$ cat src/rtl/fifo_pkg.sv
// fifo_pkg: shared sizing helpers for the synchronous FIFO slice.
// addr_width(depth) gives the storage address width.
// ptr_width(depth) adds one wrap bit on top of that.
package fifo_pkg;

    localparam int DEF_DEPTH = 8;
    localparam int DEF_WIDTH = 8;

    function automatic int addr_width(input int depth);
        return $clog2(depth);
    endfunction

    // The extra MSB separates "full" from "empty" when the low bits match.
    function automatic int ptr_width(input int depth);
        return $clog2(depth) + 1;
    endfunction

endpackage

$ cat src/rtl/fifo_memory.sv
// fifo_memory: simple dual-port storage array with a registered read port.
// It has no reset, so the array and dout_o power up undefined.
//   wr_clk_i, write_en_i, write_addr_i, din_i : write port
//   rd_clk_i, read_en_i, read_addr_i          : read port
//   dout_o : read data, one cycle after read_en_i
//   vld_o  : read_en_i delayed by one cycle
// A read and a write to the same address in one cycle return the old word.
module fifo_memory
    import fifo_pkg::*;
#(
    parameter  int depth = DEF_DEPTH,
    parameter  int width = DEF_WIDTH,
    localparam int AW    = addr_width(depth)
) (
    input  logic             wr_clk_i,
    input  logic             write_en_i,
    input  logic [AW-1:0]    write_addr_i,
    input  logic [width-1:0] din_i,
    input  logic             rd_clk_i,
    input  logic             read_en_i,
    input  logic [AW-1:0]    read_addr_i,
    output logic [width-1:0] dout_o,
    output logic             vld_o
);

    logic [width-1:0] mem_q [depth];
    logic [width-1:0] dout_q;
    logic             vld_q;

    always_ff @(posedge wr_clk_i) begin
        if (write_en_i) begin
            mem_q[write_addr_i] <= din_i;
        end
    end

    always_ff @(posedge rd_clk_i) begin
        vld_q <= read_en_i;
        if (read_en_i) begin
            dout_q <= mem_q[read_addr_i];
        end
    end

    assign dout_o = dout_q;
    assign vld_o  = vld_q;

endmodule

$ cat src/rtl/sync_fifo_ctrl.sv
// sync_fifo_ctrl: single-clock FIFO control wrapped around fifo_memory.
// It owns the read and write pointers, the occupancy flags, the sticky error
// bits and the read-valid pulse.
//   clk, rst                     : clock, asynchronous active-high reset
//   wr_en, din                   : write request and data
//   rd_en                        : read request
//   dout, dout_vld               : read data and its one-cycle valid pulse
//   full, empty, almost_full,
//   almost_empty, count          : occupancy, decoded from registers only
//   overflow, underflow, clr_err : sticky errors and their synchronous clear
module sync_fifo_ctrl
    import fifo_pkg::*;
#(
    parameter  int DEPTH     = DEF_DEPTH,
    parameter  int WIDTH     = DEF_WIDTH,
    parameter  int AF_THRESH = 6,
    parameter  int AE_THRESH = 2,
    localparam int AW        = addr_width(DEPTH),
    localparam int PW        = ptr_width(DEPTH)
) (
    input  logic             clk,
    input  logic             rst,
    input  logic             wr_en,
    input  logic [WIDTH-1:0] din,
    input  logic             rd_en,
    output logic [WIDTH-1:0] dout,
    output logic             dout_vld,
    output logic             full,
    output logic             empty,
    output logic             almost_full,
    output logic             almost_empty,
    output logic [PW-1:0]    count,
    output logic             overflow,
    output logic             underflow,
    input  logic             clr_err
);

    localparam logic [PW-1:0] AF_CMP = PW'(AF_THRESH);
    localparam logic [PW-1:0] AE_CMP = PW'(AE_THRESH);

    logic [PW-1:0] wr_ptr_q, wr_ptr_d;
    logic [PW-1:0] rd_ptr_q, rd_ptr_d;
    logic          dout_vld_q;
    logic          ovf_q, ovf_d;
    logic          udf_q, udf_d;
    logic          rd_acc, wr_acc;
    logic          mem_vld_unused;

    // Flags come from the pointer registers only, with no path from the requests.
    assign empty = (wr_ptr_q == rd_ptr_q);
    assign full  = (wr_ptr_q[AW-1:0] == rd_ptr_q[AW-1:0]) &&
                   (wr_ptr_q[AW] != rd_ptr_q[AW]);
    assign count        = wr_ptr_q - rd_ptr_q;
    assign almost_full  = (count >= AF_CMP);
    assign almost_empty = (count <= AE_CMP);

    // A write to a full FIFO goes through when a read frees a slot in the
    // same cycle. An empty FIFO never bypasses a write to the read port.
    assign rd_acc = rd_en & ~empty;
    assign wr_acc = wr_en & (~full | rd_acc);

    always_comb begin
        wr_ptr_d = wr_ptr_q;
        rd_ptr_d = rd_ptr_q;
        if (wr_acc) wr_ptr_d = wr_ptr_q + PW'(1);
        if (rd_acc) rd_ptr_d = rd_ptr_q + PW'(1);
        // A new error sets the bit even when clr_err is asserted in the same cycle.
        ovf_d = (wr_en & ~wr_acc) | (ovf_q & ~clr_err);
        udf_d = (rd_en & empty)   | (udf_q & ~clr_err);
    end

    always_ff @(posedge clk or posedge rst) begin
        if (rst) begin
            wr_ptr_q   <= '0;
            rd_ptr_q   <= '0;
            dout_vld_q <= 1'b0;
            ovf_q      <= 1'b0;
            udf_q      <= 1'b0;
        end else begin
            wr_ptr_q   <= wr_ptr_d;
            rd_ptr_q   <= rd_ptr_d;
            dout_vld_q <= rd_acc;
            ovf_q      <= ovf_d;
            udf_q      <= udf_d;
        end
    end

    assign dout_vld  = dout_vld_q;
    assign overflow  = ovf_q;
    assign underflow = udf_q;

    // The memory's own vld output is not used. dout_vld is kept here so that
    // reset clears it, including a read that is still in flight.
    fifo_memory #(
        .depth (DEPTH),
        .width (WIDTH)
    ) u_mem (
        .wr_clk_i     (clk),
        .write_en_i   (wr_acc),
        .write_addr_i (wr_ptr_q[AW-1:0]),
        .din_i        (din),
        .rd_clk_i     (clk),
        .read_en_i    (rd_acc),
        .read_addr_i  (rd_ptr_q[AW-1:0]),
        .dout_o       (dout),
        .vld_o        (mem_vld_unused)
    );

endmodule

$ cat config.mk
export PLATFORM = sky130hd
export DESIGN_NAME = sync_fifo_ctrl
export DESIGN_NICKNAME = d
export VERILOG_FILES = /design/src/rtl/fifo_pkg.sv /design/src/rtl/fifo_memory.sv /design/src/rtl/sync_fifo_ctrl.sv
export SDC_FILE = /design/constraint.sdc
export NUM_CORES = 1
export LEC_CHECK = 0
export CORE_MARGIN = 2
export CORE_UTILIZATION = 51
export DETAILED_ROUTE_END_ITERATION = 12
export GPL_TIMING_DRIVEN = 1
export PLACE_DENSITY_LB_ADDON = 0.05
export SLEW_MARGIN = 0
export SYNTH_ARGS = -nofsm -noshare
export SYNTH_HDL_FRONTEND = slang
export SYNTH_SLANG_ARGS = --single-unit
$ cat constraint.sdc
create_clock -name clk -period 2.98 [get_ports clk]
set_input_delay 0.745 -clock clk [delete_from_list [all_inputs] [get_ports clk]]
set_output_delay 0.745 -clock clk [all_outputs]
set_load 0.01 [all_outputs]
==> results of run 1 <==
metrics by stage:
step / util, % / cells / setup WS, ns
after floorplan: - / 192 / 0.1357
after global placement: 60.49 / 308 / 0.2184
after detailed placement: 60.49 / 308 / 0.07544
after CTS: 63.84 / 325 / 0.03207
after global routing: 64.08 / 325 / 0.001988
final: 64.08 / 325 / 0.09338
logic make-up (layout without fill, tap and decap cells):
family / after synthesis / count (layout) / synth area share, %
AO/OA/AOI/OAI: 14 / 14 / 3.746
buffers and inverters: 17 / 73 / 2.313
multiplexers: 18 / 18 / 11.35
AND/OR/NAND/NOR: 45 / 45 / 6.097
flip-flops: 83 / 83 / 71.54
XOR/XNOR: 9 / 9 / 2.534
adder cells (fa/ha/maj): 6 / 6 / 2.424
per-layer routing:
metal	GRT usage [%]	vias up	wire length, µm
met5	0	-	0
met4	8.947	0	78
met3	3.369	7	315
met2	32.67	47	3427
met1	23.29	930	2547
li1	-	838	-
registers in the layout (all words and copies together) (netlist names):
| signal | count |
|---|---|
| u_mem.dout_o | 8 |
| rd_ptr_q | 4 |
| dout_vld | 1 |
| underflow | 1 |
| u_mem.mem_q | 64 |
| wr_ptr_q | 4 |
| overflow | 1 |
worst max-delay path: stages (launching register included):
cell,delay (ns)
dfrtp_2,0.47
ha_1,0.34
nand3b_1,0.10
and3_2,0.23
nor2_1,0.11
clkdlybuf4s50_1,0.55
cell type report:
type	count	area (µm²)
Clock buffer	9	123.9
Clock inverter	7	76.32
Fill cell	446	2307
Inverter	10	37.54
Multi-Input combinational cell	92	910.9
Sequential cell	83	2440
Tap cell	77	96.34
Timing Repair Buffer	47	430.4
repair_timing:
action,in CTS,in global routing
hold buffers,0,0
resized for setup,5,3
cloned,0,0
setup endpoints to repair,3,2
setup buffers,1,0
power breakdown:
group          internal, mW  total (mW)  switching, mW
Clock                 0.391       0.795          0.404
Combinational         0.980        2.00           1.02
Sequential             1.57        1.68          0.111
cell usage after synthesis (all sizes together), types with 2 or more instances:
cell type,number
inv,9
edfxtp,72
a21oi,3
xnor2,8
clkbuf,2
nand2,26
o31ai,2
ha,5
and3,2
buf,5
dfrtp,11
nand3,4
nor2,5
mux4,16
a22o,2
mux2,2
o311ai,2
o21ai,3
nor3,5
path summary, 6_finish.rpt:
kind / start / end / slack (ns) / cells after the start
min in group asynchronous: rst / rd_ptr_q[3] / 0.69 / 2
max: wr_ptr_q[1] / count[3] / 0.09 / 5
min: overflow / overflow / 0.51 / 1
max in group asynchronous: rst / wr_ptr_q[1] / 1.96 / 2
max reg2reg: wr_ptr_q[1] / u_mem.mem_q[4][7] / 0.58 / 5
min reg2reg: overflow / overflow / 0.51 / 1
==> reports/results.ini, run 1 <==
[placed_design]
io_buffers = 31
hpwlAfterDp_um = 4115
place_area_mm2 = 0.003885
gp_congestion = 0.8335

[layout]
antennaDiodeCount = 0
layout_common_cells = edfxtp_1 (72), clkdlybuf4s50_1 (28), nand2_1 (26)
final_nets = 262
drive_gt1_share_pct = 24.60
syn2layout_area_growth_pct = 20.79
fin_area_mm2 = 0.004115
layout_commonest_cell = edfxtp_1

[pwr]
power.leakage_nw = 1.479
power.density_mw_per_mm2 = 1087
vdd_ir_drop_max_v = 0.0004317
p_total_mw = 4.474

[route]
drc_errors = 3
antenna_left = 0
vias = 1822
drt_iter0_drc = 100
wl_per_cell_um = 19.60
detail_route.vias_per_cell = 5.606
wl_um = 6369
first_pass_iters = 11

[clock_tree]
numCtsBuffers = 9
cts_num_sinks = 83
clk_latency_ns = 0.34
cts_buffer_depth = 2
htreeDepth = 3
cts_tree = built
clkTransAtPathRegs_ns = 0.09
root_buffer = clkbuf_8

[floorplanning]
core_area_mm2 = 0.006422
die_h_um = 85.74
num_io_pins = 32
die_w_um = 85.74
dieArea_mm2 = 0.007350
placementRows = 29
start_util_pct = 53.05

[global_route]
grt_max_degree = 20
grt_pass1_wl_um = 9963
grt_overflow = 0
track_usage_pct = 18.93
grt_pass1_vias = 1929
antenna_found_initial = 0

[logic_synthesis]
syn_nets = 211
yosysSeqAreaShare_pct = 71.54
synth_top_flop_cell = edfxtp_1
synth_top_area_share_pct = 63.46
synth_largest_area_cell = edfxtp_1
synth.area.top_cells = edfxtp_1 (63%), mux4_2 (11%), dfrtp_1 (8.1%)
yosys_warnings = 0
syn_inst = 192
netlist_area_mm2 = 0.003407
synth_edf_count = 72
synth_seq_cells = 83
synthArstFlopShare_pct = 13.25
synth.avg_cell_area_um2 = 17.74
yosysUniqueCellTypes = 36

[sta]
clock_skew_ns = 0.01180
whs_ns = 0.5103
rsz0062_at_grt = no
post-route-period-util_pct = 96.87
fmax_ghz = 0.3464
setup_viol = 0
fin_tns_setup_ns = 0
finalHoldViolations = 0
tightest_slew_ns = 0.9778
final-max-slew-violation-count = 0
slew_headroom_pct = 34.57
min_period_ns = 2.887

[critical_path]
cp.required_ns = 2.24
end_kind = output pin
critical_path_class = flip-flop to output pin
crit_path_start_kind = flip-flop
arrival_ns = 2.14
worstPathMaxFanout = 9

[run]
cap_viol_max_count = 0

[run_status]
status = finished, violations left
failed_checks = DRC

[hold_path]
hp-class = flip-flop to flip-flop

Power figures use the tool's default switching activity.
==> run 2: changes to the inputs <==
- SLEW_MARGIN: 0 -> 20
==> results of run 2 <==
No change in the layout: final DEF, timing and power equal those of run 1.
==> run 3: changes to the inputs <==
- CORE_UTILIZATION: 51 -> 55
- clock period: 2.98 -> 3.5 ns (I/O delays scaled with it)
==> reports/results.ini, run 3 (same netlist as run 1, synthesis figures left out) <==
[layout]
drive_gt1_share_pct = 21.90
final_util_pct = 68.32
antennaDiodeCount = 0
syn2layout_area_growth_pct = 19.43
top_register = u_mem.mem_q
layout_common_cells = edfxtp_1 (72), clkdlybuf4s50_1 (31), nand2_1 (26)
layout_commonest_cell = edfxtp_1
largest_register_ffs = 64
final_nets = 256

[run]
cap_viol_max_count = 0

[pwr]
p_int_mw = 2.534
pwr-share-seq_pct = 38.5
clock_power_share_pct = 19.8
switching_share_pct = 33.51
power.density_mw_per_mm2 = 936.8
power.switching_mw = 1.277
comb_power_share_pct = 41.8
power.leakage_nw = 1.450
vdd_ir_drop_max_v = 0.0008377

[clock_tree]
numCtsBuffers = 9
clkTransAtPathRegs_ns = 0.09
cts_buffer_depth = 2
cts_num_sinks = 83
root_buffer = clkbuf_8
cts_tree = built
htreeDepth = 3
clk_latency_ns = 0.34

[route]
drt_iter0_drc = 140
first_pass_iters = 4
wl_per_cell_um = 19.84
vias = 1811
drc_errors = 0
detail_route.vias_per_cell = 5.713
wl_um = 6290
antenna_left = 0

[floorplanning]
num_io_pins = 32
placementRows = 28
dieArea_mm2 = 0.006840
die_w_um = 82.71
start_util_pct = 57.21
core_area_mm2 = 0.005956
die_h_um = 82.71

[global_route]
grtUsageMet3_pct = 5.870
grt_pass1_vias = 1842
grtUsageMet2_pct = 35.08
grt_overflow = 0
gr-usage-met1_pct = 25.42
antenna_found_initial = 0
grt_pass1_wl_um = 9646
track_usage_pct = 20.77
grt_max_degree = 20
grt-busiest-layer = met2

[critical_path]
arrival_ns = 2.50
worstPathMaxFanout = 6
cp.required_ns = 2.62
crit_path_start_kind = flip-flop
critical_path_class = flip-flop to output pin
end_kind = output pin

[sta]
rsz0062_at_grt = no
clock_skew_ns = 0.01007
slew_headroom_pct = 64.78
fmax_ghz = 0.2965
tightest_slew_ns = 0.5265
final-max-slew-violation-count = 0
finalHoldViolations = 0
setup_viol = 0
min_period_ns = 3.372
post-route-period-util_pct = 96.36
fin_tns_setup_ns = 0

[run_status]
status = finished, final reports clean

[placed_design]
gp_congestion = 0.7745
io_buffers = 31
hpwlAfterDp_um = 4134

[hold_path]
hp-class = flip-flop to flip-flop

## run 3: worst max-delay path: stages, from the launching register on
cell             delay [ns]
dfrtp_2                0.44
inv_1                  0.10
ha_1                   0.21
fa_1                   0.39
xnor2_1                0.27
nand2_1                0.09
o21ai_0                0.09
clkdlybuf4s50_1        0.57
## run 3: worst paths after layout
check	start	to	slack (ns)	cells past startpoint
max in group asynchronous	rst	rd_ptr_q[2]	2.35	2
worst max register to register	rd_ptr_q[2]	u_mem.mem_q[4][2]	0.99	6
worst min-delay path	overflow	overflow	0.53	1
worst min register to register	overflow	overflow	0.53	1
worst max-delay path	wr_ptr_q[0]	almost_full	0.13	7
min in group asynchronous	rst	wr_ptr_q[3]	0.82	2
## run 3: per-layer routing
metal,wire [µm],up-vias
met5,0,-
met4,104,0
met3,186,12
met2,3323,39
met1,2675,932
li1,-,828
## run 3: stage by stage
stage	setup slack [ns]	instance area [µm²]	total power, mW	hold WS, ns	std cells
after floorplan	0.6557	3407	2.448	0.5208	192
after global placement	0.5120	3845	3.028	0.4902	301
after detailed placement	0.3691	3845	3.091	0.5103	301
after CTS	0.05912	4068	3.841	0.5356	317
after global routing	0.003371	4069	4.041	0.5751	317
final	0.1275	4069	3.812	0.5298	317
## run 3: what timing repair did
item | 4_1_cts | 5_1_grt
hold endpoints to repair | 0 | 0
hold buffers | 0 | 0
buffers inserted | 0 | 0
resized for setup | 1 | 1
endpoints found under the setup margin | 1 | 2
## run 3: cell type report
class / count / area (µm²)
flip-flops and latches: 83 / 2440
fillers: 417 / 1887
multi-input cells: 92 / 890.9
repair buffers: 41 / 385.4
clock buffers: 9 / 123.9
clock inverters: 7 / 97.59
well taps: 75 / 93.84
inverters: 10 / 37.54
## run 3: power by group through the flow
stage | logic, mW | clock network, mW | registers (mW)
finish | 1.59 | 0.754 | 1.47
global route | 1.74 | 0.813 | 1.49
CTS | 1.61 | 0.764 | 1.47
detailed placement | 1.60 | 0 | 1.49
global placement | 1.56 | 0 | 1.47
floorplan | 0.981 | 0 | 1.47
